--- src/rtl/quad_encoder_gen.sv ---
// quad_encoder_gen: quadrature A/B/Z step generator; index channel (rev_index/out_z) enabled by QGEN_INDEX_EN
module quad_encoder_gen #(
    parameter int POS_W     = 8,
    parameter int DIV_W     = 16,
    parameter int CPR_EDGES = 64
) (
    input  logic             clk,
    input  logic             rst_n,
    input  logic             cmd_valid,
    output logic             cmd_ready,
    input  logic             cmd_dir,
    input  logic [POS_W-1:0] cmd_steps,
    input  logic [DIV_W-1:0] cfg_period,
    input  logic             abort,
    input  logic             zero_pos,
    output logic             out_a,
    output logic             out_b,
    output logic             out_z,
    output logic [POS_W-1:0] position,
    output logic             busy,
    output logic             done
);
    typedef enum logic {IDLE, RUN} stateT;

    if (CPR_EDGES < 4 || CPR_EDGES % 4 != 0) begin : gBadCpr
        $error("CPR_EDGES must be a multiple of 4 and >= 4");
    end

    stateT            state, nextState;
    logic             dirReg, edgeDir, accept, tick, finish;
    logic [POS_W-1:0] stepsLeft, stepsRem;
    logic [DIV_W-1:0] period, divCnt, cfgP;

    assign cmd_ready = (state == IDLE);
    assign busy      = (state == RUN);

    // A P==1 command emits its first edge on the accepting clock; otherwise the divider runs in RUN.
    // After the final edge RUN lingers one cycle so done and cmd_ready appear in separate cycles.
    always_comb begin
        cfgP      = (cfg_period == '0) ? DIV_W'(1) : cfg_period;
        accept    = (state == IDLE) && cmd_valid;
        edgeDir   = (state == IDLE) ? cmd_dir : dirReg;
        stepsRem  = (state == IDLE) ? cmd_steps : stepsLeft;
        tick      = (state == IDLE) ? (accept && cmd_steps != '0 && cfgP == DIV_W'(1))
                  : (stepsLeft != '0 && divCnt == period - DIV_W'(1) && (!abort || stepsLeft == POS_W'(1)));
        finish    = tick && stepsRem == POS_W'(1);
        nextState = (state == IDLE) ? ((accept && cmd_steps != '0) ? RUN : IDLE)
                  : ((stepsLeft == '0 || (abort && !finish)) ? IDLE : RUN);
    end

    always_ff @(posedge clk or negedge rst_n) begin
        if (!rst_n) begin
            state     <= IDLE;
            dirReg    <= 1'b0;
            stepsLeft <= '0;
            period    <= DIV_W'(1);
            divCnt    <= '0;
            out_a     <= 1'b0;
            out_b     <= 1'b0;
            position  <= '0;
            done      <= 1'b0;
        end else begin
            state     <= nextState;
            done      <= finish || (accept && cmd_steps == '0);
            stepsLeft <= tick ? stepsRem - 1'b1 : (accept ? cmd_steps : stepsLeft);
            if (accept) begin
                dirReg <= cmd_dir;
                period <= cfgP;
                divCnt <= (cfgP == DIV_W'(1)) ? '0 : DIV_W'(1);
            end else if (state == RUN) begin
                divCnt <= (divCnt == period - DIV_W'(1)) ? '0 : divCnt + 1'b1;
            end
            if (tick) begin
                out_a <= edgeDir ? out_b : ~out_b;
                out_b <= edgeDir ? ~out_a : out_a;
            end
            position <= zero_pos ? '0 : (tick ? (edgeDir ? position - 1'b1 : position + 1'b1) : position);
        end
    end

`ifdef QGEN_INDEX_EN
    localparam int IDX_W = (CPR_EDGES > 2) ? $clog2(CPR_EDGES) : 1;
    localparam logic [IDX_W-1:0] LAST_IDX = IDX_W'(CPR_EDGES - 1);

    logic [IDX_W-1:0] revIndex, revNext;

    always_comb
        revNext = edgeDir ? ((revIndex == '0) ? LAST_IDX : revIndex - 1'b1)
                          : ((revIndex == LAST_IDX) ? '0 : revIndex + 1'b1);

    always_ff @(posedge clk or negedge rst_n) begin
        if (!rst_n) begin
            revIndex <= '0;
            out_z    <= 1'b0;
        end else if (tick) begin
            revIndex <= revNext;
            out_z    <= (revNext == '0);
        end
    end
`else
    assign out_z = 1'b0;
`endif
endmodule

--- config.mk ---
export PLATFORM = sky130hd
export DESIGN_NAME = quad_encoder_gen
export DESIGN_NICKNAME = d
export VERILOG_FILES = /design/src/rtl/quad_encoder_gen.sv
export SDC_FILE = /design/constraint.sdc
export NUM_CORES = 1
export LEC_CHECK = 0
export BUFFER_PORTS_ARGS = -buffer_cell sky130_fd_sc_hd__buf_2
export CAP_MARGIN = 40
export CORE_MARGIN = 4
export CORE_UTILIZATION = 53
export DETAILED_ROUTE_END_ITERATION = 8
export PLACE_DENSITY_LB_ADDON = 0.15
export SYNTH_ARGS = -nofsm -noshare
export SYNTH_HDL_FRONTEND = slang
export SYNTH_SLANG_ARGS = --single-unit
--- constraint.sdc ---
create_clock -name clk -period 3.04 [get_ports clk]
set_input_delay 0.608 -clock clk [delete_from_list [all_inputs] [get_ports clk]]
set_output_delay 0.608 -clock clk [all_outputs]
set_load 0.02 [all_outputs]
==> metrics.md, run 1 <==
| Metric | Value |
|---|---|
| Result of the run | `finished, final reports clean` |
| Required time worst endpoint | `3290 ps` |
| Sequential cell area fraction in the yosys report | `36.88%` |
| Row count | `29` |
| Wire length of the first global-routing pass | `14740 um` |
| Clk Tree Root Cell | `sky130_fd_sc_hd__clkbuf_8` |
| FILL cells | `560` |
| Cell area after synthesis | `3600 um2` |
| Peak fanout along the critical path | `11` |
| Highest Clock Rate | `340.3 MHz` |
| Fin worst setup slack | `101.3 ps` |
| Final HPWL from detailed placement | `6311 um` |
| Number of hold-repair buffers added at the cts stage | `0` |
| Largest delay contributor family on the critical path | `simple AND/OR/NAND/NOR gates` |
| Least-Margin Pin Slew | `767.7 ps` |
| Worst reg2reg path depth | `10` |
| DR DRC count | `0` |
| Pre-CTS setup slack | `-1.285 ps` |
| Period minus WS final | `2939 ps` |
| Number of routed nets with antenna violations | `0` |
| Drt total wl | `8537 um` |
| Path type of the worst setup path | `flop to flop` |
| Final period utilization | `96.67%` |
| Via count of the first global-routing pass | `3099` |
| Share of synthesized registers carrying an async set or reset | `100.0%` |
| Most used DFF post-synth | `sky130_fd_sc_hd__dfrtp_1` |
| Layout Utilization | `62.48%` |
| Nets | `490` |
| Register-to-register path setup slack | `100 ps` |
| Routed via count divided by cell count | `6.002` |
| Number of setup violations in the final report | `0` |
| Synth Warn # | `0` |
| Worst voltage drop across the vdd grid | `0.2596 mV` |
| Diode insertion count for antenna repair | `0` |
| Crit Reg-Reg Startpoint | `period[0]` |
| Average cell area after synthesis | `8.888 um2` |
| Die ar. | `8174 um2` |
| Buffers inserted during post-CTS setup optimization | `0` |
| Worst-skew pair later-pin latency | `320 ps` |
| Final estimated routing congestion in global placement | `0.9114` |
| Category of the worst setup path capture point | `flop` |
| Leakage | `1.888 nW` |
| Filler-free cell count of the finished design | `527` |
| Final worst clock skew | `10.26 ps` |
| Cell count after synthesis | `405` |
| Clock tree from TritonCTS | `built` |
| Share of final-layout standard cells stronger than drive strength 1 | `18.22%` |
| Number of antenna violations at the first check in global routing | `0` |
| EDFF count, synth | `0` |
| Horizontal die dimension | `90.41 um` |
| Slowest stage cell on the critical path | `sky130_fd_sc_hd__dfstp_2` |
| Gr ovfl total | `0` |
| Worst stage delay on the critical path | `600 ps` |
| Net count after synthesis | `446` |
| Number of cells upsized or downsized after cts | `0` |
| Number of input and output port buffers inserted | `42` |
| Placed insts | `519` |
| Max-Cap Viols | `0` |
| Final Hold Slack | `246.0 ps` |
| Depth of the CTS H-tree | `2` |
| Pin count of the biggest net entering global routing | `26` |
| Startpoint types | `flop` |
| Worst slew margin | `48.82%` |
| GRT Resource Usage Total | `21.73%` |
| Buffers and inverters on the worst path | `1` |
| Height of the chip | `90.41 um` |
| Routed len/inst | `16.20 um` |
| Number of detailed-routing iterations run before antenna repair | `4` |
| Clock transition time at the flip-flop clock pins of the worst setup and hold paths | `110 ps` |
| Layout Area Growth over Synthesis | `12.10%` |
| Cell variety after synth | `67` |
| Class of the tightest hold or removal check | `input port to asynchronous set/reset pin` |
| Vias after detailed routing | `3163` |
| Cells traversed along the worst timing path | `inv_1 -> ha_1 -> nor2b_1 -> or3_1 -> a31oi_2 -> and3_1 -> nand3b_4 -> o32a_4 -> or3_1 -> a21oi_1` |
| Total power divided by cell area | `554.2 nW/um2` |
| Total negative slack for setup checks | `0 ps` |
| Arrival time reported for the critical path endpoint | `3190 ps` |
| Floorplan Core Area | `6459 um2` |
| Endpoints failing hold | `0` |
| Clock buffers created by TritonCTS | `5` |
| Number of DRC markers after the initial detailed-route iteration | `149` |
| Ports placed on the boundary | `44` |
| Unrepaired setup endpoints after global routing | `yes` |
| Number of sinks driven by the clock tree | `53` |
| Crit-path most repeated cell | `sky130_fd_sc_hd__or3_1` |
| Capture instance of the worst register-to-register path | `position[7]` |
| Final max-slew violation count | `0` |
| Count of state elements after synthesis | `53` |
| Number of buffers between clock root and the deepest sink | `2` |
| Initial cell density of the core | `55.73%` |
==> flip-flops by register name (all words and copies together) (netlist names) <==
name / count
out_b: 1
busy: 1
done: 1
out_a: 1
position: 8
dirReg: 1
period: 16
divCnt: 16
stepsLeft: 8
==> through the flow <==
step | instance area (um2) | power (mW)
CTS | 4015 | 2.225
detailed placement | 3920 | 1.795
finish | 4035 | 2.236
floorplan | 3617 | 1.584
global placement | 3920 | 1.772
global route | 4035 | 2.393
==> how the worst max path moves through the flow <==
stage / end / cells after the start / startpoint
detailed placement: position[7] / 12 / cmd_dir
global route: position[7] / 12 / period[1]
CTS: position[7] / 10 / period[0]
floorplan: position[7] / 13 / busy
global placement: position[7] / 11 / period[0]
finish: position[7] / 10 / period[0]
==> cell type report <==
class	instances	area, um2	share of cell area [%]
multi-input cells	325	2182	54.08
flip-flops and latches	53	1328	32.90
repair buffers	53	292.8	7.256
well taps	77	96.34	2.388
clock buffers	5	68.82	1.705
inverters	11	41.29	1.023
clock inverters	3	26.28	0.6512
==> cell families (layout without fill, tap and decap cells) <==
group	count (synthesis)	after routing	synth area share (%)
AOI/OAI and AO/OA	93	93	17.62
xor gates and xnor gates	31	31	7.543
adders and majority gates	11	11	4.032
buffers and inverters	27	72	3.406
DFF	53	53	36.88
muxes	21	21	5.909
other	1	1	0.1042
and+or+nand+nor	168	168	24.50
==> synth_stat cells, types with 2 or more instances <==
| master | number | area share, % |
|---|---|---|
| sky130_fd_sc_hd__clkbuf_1 | 9 | 0.94 |
| sky130_fd_sc_hd__o21a_1 | 3 | 0.63 |
| sky130_fd_sc_hd__dfrtp_1 | 52 | 36 |
| sky130_fd_sc_hd__or2_2 | 2 | 0.35 |
| sky130_fd_sc_hd__a311o_1 | 2 | 0.56 |
| sky130_fd_sc_hd__nor2_1 | 36 | 3.8 |
| sky130_fd_sc_hd__o31ai_1 | 2 | 0.42 |
| sky130_fd_sc_hd__o22ai_1 | 3 | 0.52 |
| sky130_fd_sc_hd__buf_6 | 2 | 0.63 |
| sky130_fd_sc_hd__and3_1 | 8 | 1.4 |
| sky130_fd_sc_hd__buf_2 | 2 | 0.28 |
| sky130_fd_sc_hd__a31oi_1 | 8 | 1.4 |
| sky130_fd_sc_hd__nor3_1 | 18 | 2.5 |
| sky130_fd_sc_hd__a21oi_1 | 13 | 1.8 |
| sky130_fd_sc_hd__nand2_1 | 54 | 5.6 |
| sky130_fd_sc_hd__or3_1 | 4 | 0.70 |
| sky130_fd_sc_hd__mux2_2 | 2 | 0.63 |
| sky130_fd_sc_hd__xnor2_1 | 18 | 4.4 |
| sky130_fd_sc_hd__ha_1 | 10 | 3.5 |
| sky130_fd_sc_hd__o21ai_0 | 29 | 4.0 |
| sky130_fd_sc_hd__mux2i_1 | 19 | 5.3 |
| sky130_fd_sc_hd__a22o_1 | 8 | 1.9 |
| sky130_fd_sc_hd__nand3_1 | 7 | 0.97 |
| sky130_fd_sc_hd__a21o_1 | 7 | 1.5 |
| sky130_fd_sc_hd__xor2_1 | 13 | 3.2 |
| sky130_fd_sc_hd__nor4_1 | 10 | 1.7 |
| sky130_fd_sc_hd__nand2b_1 | 2 | 0.35 |
| sky130_fd_sc_hd__buf_1 | 2 | 0.21 |
| sky130_fd_sc_hd__a21boi_0 | 2 | 0.42 |
| sky130_fd_sc_hd__inv_1 | 10 | 1.0 |
| sky130_fd_sc_hd__nor2b_1 | 6 | 1.0 |
| sky130_fd_sc_hd__nand4_1 | 7 | 1.2 |
==> layout by cell type (no fill, tap or decap), types with 2 or more instances in the layout <==
| cell | synthesis | routed |
|---|---|---|
| sky130_fd_sc_hd__clkinvlp_4 | 0 | 2 |
| sky130_fd_sc_hd__a31oi_1 | 8 | 7 |
| sky130_fd_sc_hd__buf_4 | 1 | 11 |
| sky130_fd_sc_hd__nand2_1 | 54 | 54 |
| sky130_fd_sc_hd__mux2i_1 | 19 | 18 |
| sky130_fd_sc_hd__nand4_1 | 7 | 7 |
| sky130_fd_sc_hd__a311o_1 | 2 | 2 |
| sky130_fd_sc_hd__nor2b_1 | 6 | 6 |
| sky130_fd_sc_hd__nor3_1 | 18 | 18 |
| sky130_fd_sc_hd__buf_2 | 2 | 42 |
| sky130_fd_sc_hd__ha_1 | 10 | 10 |
| sky130_fd_sc_hd__dfrtp_1 | 52 | 52 |
| sky130_fd_sc_hd__mux2_2 | 2 | 2 |
| sky130_fd_sc_hd__nor4_1 | 10 | 10 |
| sky130_fd_sc_hd__a21boi_0 | 2 | 2 |
| sky130_fd_sc_hd__nor2_1 | 36 | 36 |
| sky130_fd_sc_hd__clkbuf_8 | 0 | 5 |
| sky130_fd_sc_hd__a22o_1 | 8 | 8 |
| sky130_fd_sc_hd__or3_1 | 4 | 4 |
| sky130_fd_sc_hd__xnor2_1 | 18 | 17 |
| sky130_fd_sc_hd__a21oi_1 | 13 | 13 |
| sky130_fd_sc_hd__nand2b_1 | 2 | 2 |
| sky130_fd_sc_hd__a21o_1 | 7 | 7 |
| sky130_fd_sc_hd__inv_1 | 10 | 10 |
| sky130_fd_sc_hd__or2_2 | 2 | 2 |
| sky130_fd_sc_hd__xor2_1 | 13 | 13 |
| sky130_fd_sc_hd__o22ai_1 | 3 | 3 |
| sky130_fd_sc_hd__o21ai_0 | 29 | 29 |
| sky130_fd_sc_hd__o21a_1 | 3 | 2 |
| sky130_fd_sc_hd__and3_1 | 8 | 8 |
| sky130_fd_sc_hd__nand3_1 | 7 | 7 |
==> metal layers <==
metal	routed length [um]	vias up	part of all wire (%)	track usage [%]
met2	4144	70	49	36.22
met3	312	11	3.7	3.500
met4	131	0	1.5	7.398
li1	-	1553	-	-
met1	3948	1529	46	28.69
met5	0	-	0	0
==> power by group <==
part / switching (mW) / internal, mW
logic: 0.437 / 0.369
registers: 0.185 / 0.818
clock network: 0.259 / 0.168
total: 0.881 / 1.35
Note: power is estimated with default switching activity, not from simulation.
==> run 2: changes to the inputs <==
==> constraint.sdc (replaced) <==
create_clock -name clk -period 3.04 [get_ports clk]
set_input_delay 0.152 -clock clk [delete_from_list [all_inputs] [get_ports clk]]
set_output_delay 0.152 -clock clk [all_outputs]
set_load 0.02 [all_outputs]
==> metrics.md, run 2 (synthesized netlist as in run 1, its figures left out) <==
| Metric | Value |
|---|---|
| Result of the run | `finished, final reports clean` |
| Layout Utilization | `62.48%` |
| Worst stage delay on the critical path | `590 ps` |
| Final estimated routing congestion in global placement | `0.8945` |
| Number of detailed-routing iterations run before antenna repair | `4` |
| Required time worst endpoint | `3280 ps` |
| Routed len/inst | `16.23 um` |
| Nets | `490` |
| Category of the worst setup path capture point | `flop` |
| Class of the tightest hold or removal check | `input port to flop` |
| Buffers inserted during post-CTS setup optimization | `0` |
| Final HPWL from detailed placement | `6442 um` |
| Horizontal die dimension | `90.41 um` |
| Arrival time reported for the critical path endpoint | `3160 ps` |
| Row count | `29` |
| Clk Tree Root Cell | `sky130_fd_sc_hd__clkbuf_8` |
| Cells traversed along the worst timing path | `inv_1 -> ha_1 -> nor2b_1 -> or3_1 -> a31oi_1 -> and3_1 -> nand3b_4 -> o32a_4 -> or3_1 -> a21oi_1` |
| Initial cell density of the core | `55.73%` |
| Crit-path most repeated cell | `sky130_fd_sc_hd__or3_1` |
| Clock buffers created by TritonCTS | `5` |
| Diode insertion count for antenna repair | `0` |
| Startpoint types | `flop` |
| Highest Clock Rate | `341.8 MHz` |
| Worst slew margin | `47.66%` |
| Total power divided by cell area | `542.5 nW/um2` |
| Drt total wl | `8551 um` |
| Worst-skew pair later-pin latency | `310 ps` |
| Wire length of the first global-routing pass | `14400 um` |
| Largest delay contributor family on the critical path | `simple AND/OR/NAND/NOR gates` |
| Number of antenna violations at the first check in global routing | `0` |
| Number of sinks driven by the clock tree | `53` |
| Max-Cap Viols | `0` |
| Depth of the CTS H-tree | `2` |
| Clock transition time at the flip-flop clock pins of the worst setup and hold paths | `90 ps` |
| Share of final-layout standard cells stronger than drive strength 1 | `17.11%` |
| Total negative slack for setup checks | `0 ps` |
| Height of the chip | `90.41 um` |
| Register-to-register path setup slack | `110 ps` |
| Final worst clock skew | `6.030 ps` |
| Pin count of the biggest net entering global routing | `31` |
| Period minus WS final | `2926 ps` |
| Die ar. | `8174 um2` |
| Final max-slew violation count | `0` |
| Peak fanout along the critical path | `10` |
| Least-Margin Pin Slew | `785.1 ps` |
| Final Hold Slack | `58.54 ps` |
| Gr ovfl total | `0` |
| Layout Area Growth over Synthesis | `12.10%` |
| Routed via count divided by cell count | `6.008` |
| Biggest regs | `divCnt (16), period (16)` |
| Number of buffers between clock root and the deepest sink | `2` |
| Number of routed nets with antenna violations | `0` |
| Buffers and inverters on the worst path | `1` |
| Via count of the first global-routing pass | `3023` |
| Clock tree from TritonCTS | `built` |
| Number of DRC markers after the initial detailed-route iteration | `161` |
| Floorplan Core Area | `6459 um2` |
| Number of setup violations in the final report | `0` |
| Commonest cells after routing, fill and taps aside | `54 x sky130_fd_sc_hd__nand2_1, 52 x sky130_fd_sc_hd__dfrtp_1, 42 x sky130_fd_sc_hd__buf_2` |
| Path type of the worst setup path | `flop to flop` |
| Vias after detailed routing | `3166` |
| Ports placed on the boundary | `44` |
| Number of input and output port buffers inserted | `42` |
| Leakage | `1.894 nW` |
| Worst voltage drop across the vdd grid | `0.2741 mV` |
| Endpoints failing hold | `0` |
| Commonest non-fill, non-tap cell in the layout | `sky130_fd_sc_hd__nand2_1` |
| Slowest stage cell on the critical path | `sky130_fd_sc_hd__dfstp_2` |
| Unrepaired setup endpoints after global routing | `no` |
| Final period utilization | `96.24%` |
| DR DRC count | `0` |
| GRT Resource Usage Total | `20.97%` |
run 2: final timing paths:
path                                     from           to  cells after the start
min in group asynchronous               rst_n    divCnt[5]                      2
worst max register to register      period[0]  position[7]                     10
worst min register to register     period[15]   period[15]                      2
worst min-delay path            cfg_period[5]    period[5]                      3
worst max-delay path                period[0]  position[7]                     10
max in group asynchronous               rst_n    period[0]                      3
run 2: worst reg2reg max path, stage by stage, from the launching register on:
cell	delay (ps)
sky130_fd_sc_hd__dfstp_2	590
sky130_fd_sc_hd__inv_1	70
sky130_fd_sc_hd__ha_1	210
sky130_fd_sc_hd__nor2b_1	120
sky130_fd_sc_hd__or3_1	350
sky130_fd_sc_hd__a31oi_1	270
sky130_fd_sc_hd__and3_1	250
sky130_fd_sc_hd__nand3b_4	100
sky130_fd_sc_hd__o32a_4	390
sky130_fd_sc_hd__or3_1	360
sky130_fd_sc_hd__a21oi_1	140
run 2: report_power, final:
group | switching, mW | internal, mW | leakage [nW] | total (mW)
Sequential | 0.186 | 0.818 | 0.683 | 1.00
Combinational | 0.430 | 0.361 | 1.17 | 0.791
Clock | 0.229 | 0.165 | 0.0456 | 0.394
Total | 0.846 | 1.34 | 1.89 | 2.19
run 2: area by class of cell:
cell class,instances,area (um2)
clock buffer,6,72.57
multi-input combinational,325,2163
clock inverter,2,13.76
fill,549,2424
tap,77,96.34
inverter,11,41.29
timing repair buffer,53,320.3
sequential,53,1328
run 2: routing by layer:
| metal | up-vias | share of wire (%) | GRT usage [%] | routed length (um) |
|---|---|---|---|---|
| met4 | 0 | 1.3 | 5.740 | 114 |
| met1 | 1532 | 46 | 27.93 | 3907 |
| li1 | 1551 | - | - | - |
| met5 | - | 0 | 0 | 0 |
| met3 | 11 | 3.5 | 3.500 | 303 |
| met2 | 72 | 49 | 35.28 | 4225 |
run 2: timing repair:
action,4_1_cts,5_1_grt
hold buffers,1,0
hold endpoints to repair,52,0
gates resized for setup,0,1
setup endpoints to repair,0,4
run 2: through the flow:
stage	area, um2	total power, mW	setup WS [ps]	instances
floorplan	3617	1.584	14.87	405
global placement	3918	1.768	206.3	517
detailed placement	3938	1.796	168.3	518
CTS	4034	2.202	124.0	527
global route	4035	2.339	1.859	527
finish	4035	2.189	114.4	527
==> run 3: changes to the inputs <==
--- a/config.mk
+++ b/config.mk
@@ -8,7 +8,7 @@
 export BUFFER_PORTS_ARGS = -buffer_cell sky130_fd_sc_hd__buf_2
 export CAP_MARGIN = 40
 export CORE_MARGIN = 4
-export CORE_UTILIZATION = 53
+export CORE_UTILIZATION = 59
 export DETAILED_ROUTE_END_ITERATION = 8
 export PLACE_DENSITY_LB_ADDON = 0.15
 export SYNTH_ARGS = -nofsm -noshare
==> constraint.sdc (replaced) <==
create_clock -name clk -period 2.8 [get_ports clk]
set_input_delay 0.14 -clock clk [delete_from_list [all_inputs] [get_ports clk]]
set_output_delay 0.14 -clock clk [all_outputs]
set_load 0.02 [all_outputs]
==> metrics.md, run 3 (synthesized netlist as in run 1, its figures left out) <==
| Metric | Value |
|---|---|
| Endpoints failing hold | `0` |
| Placed insts | `527` |
| Total Power | `2.623 mW` |
| Horizontal die dimension | `86.11 um` |
| FILL cells | `462` |
| Clock buffers created by TritonCTS | `5` |
| Wire length of the first global-routing pass | `14750 um` |
| Commonest cells after routing, fill and taps aside | `54 x sky130_fd_sc_hd__nand2_1, 51 x sky130_fd_sc_hd__dfrtp_1, 42 x sky130_fd_sc_hd__buf_2` |
| Total power divided by cell area | `608.2 nW/um2` |
| Least-Margin Pin Slew | `755.1 ps` |
| Period minus WS final | `2788 ps` |
| Routed via count divided by cell count | `6.013` |
| Result of the run | `finished, final reports clean` |
| Clk Tree Root Cell | `sky130_fd_sc_hd__clkbuf_8` |
| Class of the tightest hold or removal check | `input port to flop` |
| Clock tree from TritonCTS | `built` |
| Leakage | `2.032 nW` |
| Die ar. | `7415 um2` |
| Number of setup violations in the final report | `0` |
| Slowest stage cell on the critical path | `sky130_fd_sc_hd__dfstp_2` |
| Startpoint types | `flop` |
| Routed len/inst | `16.77 um` |
| Pin count of the biggest net entering global routing | `26` |
| Floorplan Core Area | `5921 um2` |
| DR DRC count | `0` |
| Row count | `28` |
| Category of the worst setup path capture point | `flop` |
| Number of buffers between clock root and the deepest sink | `2` |
| Depth of the CTS H-tree | `2` |
| Number of detailed-routing iterations run before antenna repair | `4` |
| Arrival time reported for the critical path endpoint | `2980 ps` |
| Path type of the worst setup path | `flop to flop` |
| Max-Cap Viols | `0` |
| Worst-skew pair later-pin latency | `310 ps` |
| Required time worst endpoint | `3000 ps` |
| Register-to-register path setup slack | `10 ps` |
| Highest Clock Rate | `358.7 MHz` |
| Initial cell density of the core | `60.80%` |
| Buffers and inverters on the worst path | `2` |
| Worst voltage drop across the vdd grid | `0.3995 mV` |
| Number of DRC markers after the initial detailed-route iteration | `178` |
| Worst stage delay on the critical path | `590 ps` |
| Storage element area | `1329 um2` |
| Largest delay contributor family on the critical path | `simple AND/OR/NAND/NOR gates` |
| Clock transition time at the flip-flop clock pins of the worst setup and hold paths | `100 ps` |
| Final HPWL from detailed placement | `6792 um` |
| Unrepaired setup endpoints after global routing | `yes` |
| Commonest non-fill, non-tap cell in the layout | `sky130_fd_sc_hd__nand2_1` |
| Drt total wl | `9157 um` |
| Number of antenna violations at the first check in global routing | `0` |
| Height of the chip | `86.11 um` |
| Gr ovfl total | `0` |
| Final max-slew violation count | `0` |
| Filler-free cell count of the finished design | `546` |
| Number of sinks driven by the clock tree | `53` |
| Number of input and output port buffers inserted | `42` |
| Final estimated routing congestion in global placement | `0.8849` |
| Layout Area Growth over Synthesis | `19.81%` |
| Ports placed on the boundary | `44` |
| Share of final-layout standard cells stronger than drive strength 1 | `23.35%` |
| Total negative slack for setup checks | `0 ps` |
| Worst slew margin | `49.48%` |
| Vias after detailed routing | `3283` |
| Final worst clock skew | `11.31 ps` |
| GRT Resource Usage Total | `24.53%` |
| Nets | `511` |
| Cells traversed along the worst timing path | `inv_2 -> ha_4 -> nor2b_1 -> or3_1 -> a31oi_2 -> and3_4 -> nand3b_4 -> o32a_4 -> buf_4 -> mux2_2` |
| Diode insertion count for antenna repair | `0` |
| Area of the multi-input gates | `2237 um2` |
| Final period utilization | `99.57%` |
| Number of routed nets with antenna violations | `0` |
| Peak fanout along the critical path | `8` |
| Via count of the first global-routing pass | `3152` |
| Biggest regs | `divCnt (16), period (16)` |
-- run 3: final timing paths --
path,from,end,depth (start not counted)
max,period[0],out_a,10
max reg2reg,period[0],out_a,10
min reg2reg,period[15],period[15],2
min in group asynchronous,rst_n,divCnt[9],2
min,cfg_period[4],period[4],3
max in group asynchronous,rst_n,period[12],4
-- run 3: timing repair --
item	4_1_cts	5_1_grt
endpoints found under the hold margin	20	0
hold buffers	1	0
buffers inserted	0	10
resized for setup	0	15
pin swaps	1	6
setup endpoints to repair	9	23
-- run 3: area by class of cell --
cell class | instances | area share, %
timing repair buffer | 74 | 11.60
tap | 75 | 2.176
sequential | 53 | 30.81
clock inverter | 2 | 0.8993
clock buffer | 6 | 1.683
multi-input combinational | 325 | 51.87
inverter | 11 | 0.9574
-- run 3: routing by layer --
metal | track usage [%] | share of wire (%) | vias to the layer above
met5 | 0 | 0 | -
met4 | 4.029 | 0.81 | 0
met3 | 3.554 | 4.5 | 10
li1 | - | - | 1598
met2 | 43.24 | 50 | 87
met1 | 32.42 | 44 | 1588
-- run 3: power by group --
part	leakage, nW	switching, mW	internal, mW
sequential	0.682	0.188	0.889
clock	0.0554	0.260	0.269
combinational	1.29	0.534	0.483
-- run 3: tightest hold or removal path, stage by stage --
cell                      delay (ps)
sky130_fd_sc_hd__buf_2            90
sky130_fd_sc_hd__nand2_1          50
sky130_fd_sc_hd__nand2_1          50
-- run 3: metrics by stage --
step / utilization (%) / instance area [um2] / hold slack, ps / setup slack, ps
floorplan: - / 3651 / -155.6 / 5.919
global placement: 67.77 / 4013 / 350.6 / 70.82
detailed placement: 68.24 / 4040 / 158.8 / -22.82
CTS: 70.29 / 4161 / 35.28 / 19.49
global route: 72.84 / 4313 / 54.42 / -57.92
finish: 72.84 / 4313 / 40.27 / 12.09
